--- src/rtl/tof_serial_cfg_loader.sv ---
// 3-wire (SCLK/SDIN/LE) power-up configuration loader for an external PLL, with lock wait and retry.
// Optional macro TOF_SERIAL_CFG_RELOCK_EN: restart the sequence when lock is lost after DONE.
module tof_serial_cfg_loader #(
    parameter int    WORD_BITS    = 24,
    parameter int    NUM_WORDS    = 3,
    parameter int    CLK_DIV      = 32,
    parameter int    WAIT_TICKS   = 94000,
    parameter int    LOCK_TIMEOUT = 65535,
    parameter int    MAX_RETRY    = 3,
    parameter string SIM_SPDUP    = "FALSE",
    localparam int   RW           = (MAX_RETRY > 0) ? $clog2(MAX_RETRY + 1) : 1
) (
    input  logic                           clk_i,
    input  logic                           rst_n_i,
    input  logic                           init_i,
    input  logic                           init_skip_i,
    input  logic [NUM_WORDS*WORD_BITS-1:0] words_i,
    input  logic [NUM_WORDS-1:0]           wait_mask_i,
    input  logic                           pll_lock_i,
    output logic                           pll_sclk_o,
    output logic                           pll_sdin_o,
    output logic                           pll_load_o,
    output logic                           busy_o,
    output logic                           init_done_o,
    output logic                           init_fail_o,
    output logic [RW-1:0]                  retry_count_o
);

    // state      | meaning
    // IDLE       | waiting for a start or skip request
    // LOAD       | word[idx] placed in the shift register, MSB on sdin
    // CLK_HIGH   | sclk high, external PLL samples sdin
    // CLK_LOW    | sclk low, next bit presented
    // LE         | latch-enable pulse for the finished word
    // WAIT       | inter-word delay
    // LOCK_WAIT  | waiting for synchronised lock, with timeout
    // DONE       | configuration complete
    // FAIL       | retries exhausted, waiting for a new init

    localparam int WAIT_T = (SIM_SPDUP == "TRUE") ? 10 : WAIT_TICKS;
    localparam int LOCK_T = (SIM_SPDUP == "TRUE") ? 20 : LOCK_TIMEOUT;
    localparam int TMAX   = (WAIT_T > LOCK_T) ? WAIT_T : LOCK_T;
    localparam int TW     = (TMAX > 1) ? $clog2(TMAX) : 1;
    localparam int DW     = (CLK_DIV > 1) ? $clog2(CLK_DIV) : 1;
    localparam int BW     = $clog2(WORD_BITS + 1);
    localparam int IW     = (NUM_WORDS > 1) ? $clog2(NUM_WORDS) : 1;

    localparam logic [DW-1:0] DIV_LAST  = DW'(CLK_DIV - 1);
    localparam logic [BW-1:0] BIT_LAST  = BW'(WORD_BITS);
    localparam logic [IW-1:0] IDX_LAST  = IW'(NUM_WORDS - 1);
    localparam logic [RW-1:0] RETRY_MAX = RW'(MAX_RETRY);
    localparam logic [TW-1:0] WAIT_LOAD = TW'(WAIT_T - 1);
    localparam logic [TW-1:0] LOCK_LOAD = TW'(LOCK_T - 1);

    typedef enum logic [3:0] {
        ST_IDLE,
        ST_LOAD,
        ST_CLK_HIGH,
        ST_CLK_LOW,
        ST_LE,
        ST_WAIT,
        ST_LOCK_WAIT,
        ST_DONE,
        ST_FAIL
    } state_t;

    state_t               state_q, state_d;
    logic [DW-1:0]        div_q, div_d;
    logic                 tick;
    logic                 init_flag_q, init_flag_d;
    logic                 skip_flag_q, skip_flag_d;
    logic                 lock_meta_q, lock_sync_q;
    logic [WORD_BITS-1:0] shreg_q, shreg_d;
    logic [BW-1:0]        bitcnt_q, bitcnt_d;
    logic [IW-1:0]        idx_q, idx_d;
    logic [TW-1:0]        tmr_q, tmr_d;
    logic [RW-1:0]        retry_q, retry_d;
    logic                 sclk_d, sdin_d, load_d, busy_d, done_d, fail_d;
    logic [WORD_BITS-1:0] word_tbl [NUM_WORDS];

`ifdef TOF_SERIAL_CFG_RELOCK_EN
    logic                 relock_arm_q, relock_arm_d;
    logic [1:0]           relock_cnt_q, relock_cnt_d;
`endif

    for (genvar k = 0; k < NUM_WORDS; k++) begin : g_word_tbl
        assign word_tbl[k] = words_i[k*WORD_BITS +: WORD_BITS];
    end

    assign tick  = (div_q == DIV_LAST);
    assign div_d = tick ? '0 : div_q + 1'b1;

    always_comb begin
        state_d     = state_q;
        shreg_d     = shreg_q;
        bitcnt_d    = bitcnt_q;
        idx_d       = idx_q;
        tmr_d       = tmr_q;
        retry_d     = retry_q;
        init_flag_d = init_flag_q | init_i;
        skip_flag_d = skip_flag_q | init_skip_i;
`ifdef TOF_SERIAL_CFG_RELOCK_EN
        relock_arm_d = relock_arm_q;
        relock_cnt_d = relock_cnt_q;
`endif
        if (tick) begin
            // pending requests are consumed in IDLE/FAIL and discarded anywhere else
            init_flag_d = init_i;
            skip_flag_d = init_skip_i;
            case (state_q)
                ST_IDLE: begin
                    if (init_flag_q) begin
                        state_d = ST_LOAD;
                        idx_d   = '0;
                        retry_d = '0;
                    end else if (skip_flag_q) begin
                        state_d = ST_DONE;
                    end
                end
                ST_LOAD: begin
                    bitcnt_d = '0;
                    state_d  = ST_CLK_HIGH;
                end
                ST_CLK_HIGH: begin
                    bitcnt_d = bitcnt_q + 1'b1;
                    shreg_d  = {shreg_q[WORD_BITS-2:0], 1'b0};
                    state_d  = ST_CLK_LOW;
                end
                ST_CLK_LOW: begin
                    state_d = (bitcnt_q == BIT_LAST) ? ST_LE : ST_CLK_HIGH;
                end
                ST_LE: begin
                    if (idx_q == IDX_LAST) begin
                        state_d = ST_LOCK_WAIT;
                        tmr_d   = LOCK_LOAD;
                    end else if (wait_mask_i[idx_q]) begin
                        state_d = ST_WAIT;
                        tmr_d   = WAIT_LOAD;
                    end else begin
                        state_d = ST_LOAD;
                        idx_d   = idx_q + 1'b1;
                    end
                end
                ST_WAIT: begin
                    if (tmr_q == '0) begin
                        state_d = ST_LOAD;
                        idx_d   = idx_q + 1'b1;
                    end else begin
                        tmr_d = tmr_q - 1'b1;
                    end
                end
                ST_LOCK_WAIT: begin
                    if (lock_sync_q) begin
                        state_d = ST_DONE;
`ifdef TOF_SERIAL_CFG_RELOCK_EN
                        relock_arm_d = 1'b1;
                        relock_cnt_d = 2'd3;
`endif
                    end else if (tmr_q == '0) begin
                        if (retry_q != RETRY_MAX) begin
                            retry_d = retry_q + 1'b1;
                            idx_d   = '0;
                            state_d = ST_LOAD;
                        end else begin
                            state_d = ST_FAIL;
                        end
                    end else begin
                        tmr_d = tmr_q - 1'b1;
                    end
                end
                ST_DONE: begin
`ifdef TOF_SERIAL_CFG_RELOCK_EN
                    if (relock_arm_q && !lock_sync_q) begin
                        if (relock_cnt_q == 2'd0) begin
                            state_d      = ST_LOAD;
                            idx_d        = '0;
                            retry_d      = '0;
                            relock_arm_d = 1'b0;
                        end else begin
                            relock_cnt_d = relock_cnt_q - 1'b1;
                        end
                    end else begin
                        relock_cnt_d = 2'd3;
                    end
`endif
                end
                ST_FAIL: begin
                    if (init_flag_q) begin
                        state_d = ST_LOAD;
                        idx_d   = '0;
                        retry_d = '0;
                    end
                end
                default: state_d = ST_IDLE;
            endcase
            if (state_d == ST_LOAD) begin
                shreg_d = word_tbl[idx_d];
            end
        end
    end

    // outputs decode the next state so they register in step with state_q
    always_comb begin
        sclk_d = (state_d == ST_CLK_HIGH);
        load_d = (state_d == ST_LE);
        sdin_d = ((state_d == ST_LOAD) || (state_d == ST_CLK_HIGH) || (state_d == ST_CLK_LOW))
                 ? shreg_d[WORD_BITS-1] : 1'b0;
        busy_d = !((state_d == ST_IDLE) || (state_d == ST_DONE) || (state_d == ST_FAIL));
        done_d = (state_d == ST_DONE);
        fail_d = (state_d == ST_FAIL);
    end

    always_ff @(posedge clk_i or negedge rst_n_i) begin
        if (!rst_n_i) begin
            state_q       <= ST_IDLE;
            div_q         <= '0;
            init_flag_q   <= 1'b0;
            skip_flag_q   <= 1'b0;
            lock_meta_q   <= 1'b0;
            lock_sync_q   <= 1'b0;
            shreg_q       <= '0;
            bitcnt_q      <= '0;
            idx_q         <= '0;
            tmr_q         <= '0;
            retry_q       <= '0;
            pll_sclk_o    <= 1'b0;
            pll_sdin_o    <= 1'b0;
            pll_load_o    <= 1'b0;
            busy_o        <= 1'b0;
            init_done_o   <= 1'b0;
            init_fail_o   <= 1'b0;
            retry_count_o <= '0;
        end else begin
            state_q       <= state_d;
            div_q         <= div_d;
            init_flag_q   <= init_flag_d;
            skip_flag_q   <= skip_flag_d;
            lock_meta_q   <= pll_lock_i;
            lock_sync_q   <= lock_meta_q;
            shreg_q       <= shreg_d;
            bitcnt_q      <= bitcnt_d;
            idx_q         <= idx_d;
            tmr_q         <= tmr_d;
            retry_q       <= retry_d;
            pll_sclk_o    <= sclk_d;
            pll_sdin_o    <= sdin_d;
            pll_load_o    <= load_d;
            busy_o        <= busy_d;
            init_done_o   <= done_d;
            init_fail_o   <= fail_d;
            retry_count_o <= retry_d;
        end
    end

`ifdef TOF_SERIAL_CFG_RELOCK_EN
    always_ff @(posedge clk_i or negedge rst_n_i) begin
        if (!rst_n_i) begin
            relock_arm_q <= 1'b0;
            relock_cnt_q <= 2'd3;
        end else begin
            relock_arm_q <= relock_arm_d;
            relock_cnt_q <= relock_cnt_d;
        end
    end
`endif

endmodule

--- config.mk ---
export PLATFORM = sky130hd
export DESIGN_NAME = tof_serial_cfg_loader
export DESIGN_NICKNAME = d
export VERILOG_FILES = /design/src/rtl/tof_serial_cfg_loader.sv
export SDC_FILE = /design/constraint.sdc
export NUM_CORES = 1
export LEC_CHECK = 0
export BUFFER_PORTS_ARGS = -buffer_cell sky130_fd_sc_hd__buf_2
export CAP_MARGIN = 30
export CORE_UTILIZATION = 45
export DETAILED_ROUTE_END_ITERATION = 6
export PLACE_DENSITY = 0.68
export SYNTH_ARGS = -nofsm -noshare
export SYNTH_HDL_FRONTEND = slang
export SYNTH_SLANG_ARGS = --single-unit
--- constraint.sdc ---
create_clock -name clk_i -period 2.9 [get_ports clk_i]
set_input_delay 0.145 -clock clk_i [delete_from_list [all_inputs] [get_ports clk_i]]
set_output_delay 0.145 -clock clk_i [all_outputs]
set_load 0.02 [all_outputs]
### Yosys cells after proc, flatten, opt, wreduce, memory -nomap -nowiden

Cells that the tools add are included.

* bits in registers: 69
* latch bits: 0
* memory bits (writable): 0
* bits in read-only memories: 0
* logic and storage cells: 114
* memories: 0

* add/sub/neg operators: 5
* $mul: 0
* div/mod/pow operators: 0
* magnitude comparators: 2
* equal/unequal tests: 24
* shifts and indexed selects: 0
* multiplexer cells: 45
* bitwise operators: 3
* reductions and logical operators: 17

Operator list (number)
* two-way mux 24 bit: 5
* two-way mux 17 bit: 4
* case mux 17 bit (3 select lines): 1
* binary-select mux 24 bit (select 2 bit): 1
* two-way mux 4 bit: 9
* case mux 4 bit (9 select lines): 1
* equality test 4 x 3 -> 1 bit, second input constant: 6
* two-way mux 2 bit: 12
* zero test 17 bit: 1
* subtractor 17 x 1 -> 17 bit, second input constant: 1
* equality test 4 x 2 -> 1 bit, second input constant: 4
* equality test 4 x 1 -> 1 bit, second input constant: 3
* adder 5 x 1 -> 5 bit, second input constant: 2
* equality test 5 bit, second input constant: 2
* case mux 5 bit (2 select lines): 1
* two-way mux 3 bit: 3
* equality test 4 bit, second input constant: 2
* zero test 4 bit: 2
* != test 2 bit, second input constant: 4
* case mux 2 bit (4 select lines): 1
* AND reduction 6 bit: 1
* nonzero test 2 bit: 3
* two-way mux 5 bit: 1
* adder 2 x 1 -> 2 bit, second input constant: 2
* other kinds (16): 24

### Longest topological paths before layout

* depth after elaboration: 13
* gate-level depth with buffers: 12

### Worst setup path before layout

OpenSTA, ideal clock, no wires.

* kind: flip-flop to flip-flop
* from: register div_q[0]
* to: register shreg_q[22]
* setup time: 0.136 ns
* data arrival time: 2.525 ns
* data required time: 2.764 ns
* setup slack: 0.239 ns
* cell stages (with the launch flop): 12
* path buffers: 2
* clock period less this slack: 2.661 ns
* path through: dfrtp_1 > ha_1 > and3_1 > ha_1 > clkbuf_1 > clkinv_1 > or3b_2 > nor2_1 > clkbuf_1 > nor2_1 > a221oi_1 > o21ai_0

* longest elaborated chain between the ends: 2

Ends and longest elaborated chain
* from (decl): line 68 `logic [DW-1:0] div_q, div_d;`
* from (signal assigned): line 235 `div_q <= div_d;`
* equality test 5 bit: line 90 `assign tick = (div_q == DIV_LAST);`
* AND reduction 2 bit (no line)
* to (signal assigned): line 240 `shreg_q <= shreg_d;`
* to (decl): line 73 `logic [WORD_BITS-1:0] shreg_q, shreg_d;`

No other way between the ends.
A chain may end at the register's enable or synchronous reset.

### Worst setup path after layout

* from: register tmr_q[2]
* to: register pll_sdin_o

* longest elaborated chain between the ends: 12

Ends and longest elaborated chain
* from (decl): line 76 `logic [TW-1:0] tmr_q, tmr_d;`
* from (signal assigned): line 243 `tmr_q <= tmr_d;`
* zero test 17 bit (*): line 145, 159
* two-way mux 2 bit: line 159 `end else if (tmr_q == '0) begin`
* two-way mux 2 bit: line 153 `if (lock_sync_q) begin`
* case mux 2 bit (4 select lines): line 110 `case (state_q)`
* two-way mux 2 bit: line 106 `if (tick) begin`
* NOT 2 -> 3 bit (not written as such): line 197 `shreg_d = word_tbl[idx_d];`
* binary-select mux 24 bit (select 2 bit): line 197
* two-way mux 24 bit (not written as such) (2 in series): line 197
* two-way mux 24 bit: line 196 `if (state_d == ST_LOAD) begin`
* two-way mux 24 bit: line 106
* two-way mux 1 bit (*): line 207 `? shreg_d[WORD_BITS-1] : 1'b0;`
* net sdin_d: line 78 `logic sclk_d, sdin_d, load_d, busy_d, done_d, fail_d;`
* to (signal assigned): line 246 `pll_sdin_o <= sdin_d;`
* to (decl): line 21 `output logic pll_sdin_o,`

The timed path passes the listed nets; every way through them passes the cells marked *. The select of a mux whose other input is x is not followed.

==> run summary <==
Dominant cells by area after synthesis - dfrtp_1, o21ai_0, mux2_1
CP Capture Type - flip-flop
Initial Util - 0.469
Post-synth ARST share - 1.00
Clk Latency, worst-skew pair - 0.34 ns
Syn Std Cell Area - 4110 µm²
# setup viols final - 0
Clock Root Buffer - clkbuf_8
Clock slew at reported path FFs - 0.08 ns
WL/cell - 15.1 µm
Final HPWL DP - 7.20 mm
Adder-cell share of the synthesized area - 0.0243
Placed cells - 636
Pin count of the biggest net entering global routing - 29
Post-Synthesis Cells - 452
Post-synthesis mux area share - 0.0703
Die W - 97.6 µm
Tmin final - 2.73 ns
Worst path required time - 3.14 ns
Fmax - 366 MHz
# clock sinks - 69
CTS H-Tree Depth - 3
WS Path Type - flip-flop to flip-flop
Synth Register Bits - 69
Post-synthesis cell type count - 57
GPL Wtd Cong - 0.864
GRT Util Overall - 0.215
Largest family of logic cells by synthesized area - compound AO/OA/AOI/OAI gates
FILL cells - 814
Post-synth top area share - 0.420
Rows - 34
Yosys synthesis warning count - 0
Die height - 97.6 µm
Vias in the first global route - 3,593
Clk_skew - 0.0109 ns
Total power - 1900 µW
Clk buf depth - 2
Largest fanout on the critical path - 23
Hold Crit Class - input pin to flip-flop
Peak supply drop - 0.170 mV
R2R Path End - pll_sdin_o$_DFF_PN0_
FF-to-FF path depth - 9
DR vias/cell - 5.66
Port Buffers - 87
Initial drt markers - 217
GRT overflow - 0
Post-synthesis xor/xnor area fraction - 0.00639
Setup repair bufs after CTS - 0
WP data arrival - 2.97 ns
Pre-Repair DR Iteration Count - 5
Post-synth EDFFs - 0
R2r startpoint - tmr_q[2]$_DFFE_PN0P_
Area Growth Syn to Fin - 20.5%
Slew HR - 0.606
Layout net count - 630
Synth Net Count - 540
Finished Layout Cells - 653
Antenna violations before repair - 0
Slew @ Worst Pin - 0.582 ns
Die area - 9520 µm²
Final hold slack - 0.0122 ns
CP endpoint - pll_sdin_o$_DFF_PN0_
Vias - 3,698
CTS Buf Count - 9
Seq/Total Area, Yosys - 0.420
Total Neg Setup Slack - 0 ns
Critical path launch point type - flip-flop
Status - finished, final reports clean
Ant diodes - 0
FF-to-FF setup slack - 0.17 ns
Drt drc - 0
Tcrit/Tclk final - 0.942
Pins Over Slew Limit - 0
PwrDens - 383 nW/µm²
Crit path from - tmr_q[2]$_DFFE_PN0P_
RSZ-0062 raised after global routing - no
Post-synthesis simple-gate area fraction - 0.204
Cell taking the most area after synthesis - dfrtp_1
Io pins - 88
Core Region - 8760 µm²
Leakage power total - 0.00219 µW
MaxCap Viol Count - 0
Complex-gate fraction of the synthesized area - 0.236
First-pass GRT wire length - 16.7 mm
Fraction of final layout cells sized beyond drive strength 1 - 0.261
Avg Cell Area, Syn - 9.10 µm²
Top FF cell, synth - dfrtp_1
Antenna-violating nets left - 0
Final hold vios - 0
CTS tree - built
Final wirelength - 9.84 mm
==> final cells by class <==
type / count / area [µm²] / area share
well taps: 108 / 135 / 0.0273
clock buffers: 12 / 145 / 0.0293
flip-flops and latches: 69 / 1730 / 0.349
inverters: 13 / 48.8 / 0.00985
clock inverters: 2 / 35.0 / 0.00707
multi-input cells: 342 / 2240 / 0.452
repair buffers: 107 / 622 / 0.126
==> flip-flops by register name, indices dropped and copies added, names as in the netlist <==
name         count
state_q          4
idx_q            2
init_fail_o      1
pll_sclk_o       1
busy_o           1
lock_meta_q      1
shreg_q         24
retry_q          2
init_done_o      1
tmr_q           17
skip_flag_q      1
init_flag_q      1
pll_sdin_o       1
lock_sync_q      1
div_q            5
bitcnt_q         5
pll_load_o       1
==> critical path, stage by stage, from the launching register on <==
cell and delay, ns:
dfrtp_1 0.44, nor4_1 0.33, nand4_1 0.22, or2_1 0.36, nor4b_2 0.37, nor3_4 0.08, buf_12 0.19, mux2i_1 0.13
o211a_1 0.23, nor4_1 0.26
==> report_power, final <==
part	leakage, µW	switching, µW	internal [µW]
Sequential	0.000854	14.7	987
Combinational	0.00124	65.6	74.4
Clock	0.0000923	347	411
==> how the worst min path moves through the flow <==
stage | start | end | slack [ns] | cells past startpoint
6_report | init_i | init_flag_q$_DFF_PN0_ | 0.01 | 2
5_1_grt | init_i | init_flag_q$_DFF_PN0_ | 0.01 | 2
4_1_cts | init_i | init_flag_q$_DFF_PN0_ | 0.01 | 2
3_5_place_dp | rst_n_i | state_q[3]$_DFF_PN0_ | 0.15 | 1
3_3_place_gp | rst_n_i | div_q[4]$_DFF_PN0_ | 0.14 | 1
2_1_floorplan | rst_n_i | bitcnt_q[0]$_DFFE_PN0P_ | -0.15 | 0
==> stage by stage <==
step	utilization	instance area (µm²)	setup WS, ns
after floorplan	-	4110	0.239
after global placement	0.540	4730	0.163
after detailed placement	0.540	4730	0.154
after CTS	0.564	4940	0.138
after global routing	0.565	4950	0.00364
final	0.565	4950	0.169
==> routing by layer <==
layer,vias up,track usage,part of all wire,wire [µm]
met4,0,0.0520,0.010,100
met3,11,0.0453,0.054,533
met1,1712,0.290,0.46,4500
li1,1846,-,-,-
met5,-,0,0,0
met2,129,0.352,0.48,4710
==> placed cells by master, fill, tap and decap left out, types with 4 or more instances in the layout <==
cell type / Yosys / final
buf_2: 8 / 87
dfrtp_1: 69 / 68
o21ai_0: 58 / 56
a21oi_1: 35 / 35
nor2_1: 33 / 32
or3_1: 26 / 25
nand2_1: 24 / 24
a22oi_1: 21 / 21
mux2_1: 16 / 16
buf_4: 0 / 14
inv_1: 12 / 12
nand3_1: 11 / 11
nor3_1: 10 / 10
clkbuf_8: 0 / 10
ha_1: 8 / 8
mux2_2: 7 / 7
nand2b_1: 6 / 6
a22o_1: 6 / 6
nor2b_1: 5 / 5
a31oi_1: 5 / 5
nor3b_1: 4 / 4
or2_2: 4 / 4
o21ai_1: 2 / 4
or3_4: 3 / 4
a21o_1: 4 / 4
==> logic make-up (layout without fill, tap and decap cells) <==
group | after synthesis | in the layout
AOI/OAI and AO/OA | 157 | 157
adders and majority gates | 8 | 8
and+or+nand+nor | 148 | 148
xor gates and xnor gates | 3 | 3
muxes | 26 | 26
DFF | 69 | 69
buffers and inverters | 41 | 134
==> synthesized netlist by cell type, types with 3 or more instances <==
cell type / number
a31oi_1: 5
nor2b_1: 5
mux2_1: 16
o21ai_0: 58
or2_2: 4
buf_2: 8
o211ai_1: 3
nor2_1: 33
a22oi_1: 21
a22o_1: 6
or3_4: 3
nor3b_1: 4
nor4_1: 3
nand2b_1: 6
a211oi_1: 3
and2_1: 3
nand2_1: 24
mux2_2: 7
nor3_4: 3
mux2i_1: 3
inv_1: 12
nor3_1: 10
a21o_1: 4
a21oi_1: 35
nand3_1: 11
clkbuf_1: 20
a221oi_1: 3
nand3b_1: 3
dfrtp_1: 69
ha_1: 8
or3_1: 26
==> repair_timing <==
item                                    CTS  global route
hold buffers                              3             0
endpoints found under the setup margin    0            20
endpoints found under the hold margin    21             0
gates resized for setup                   0             6
No activity file was read; power rests on OpenSTA's default activity.
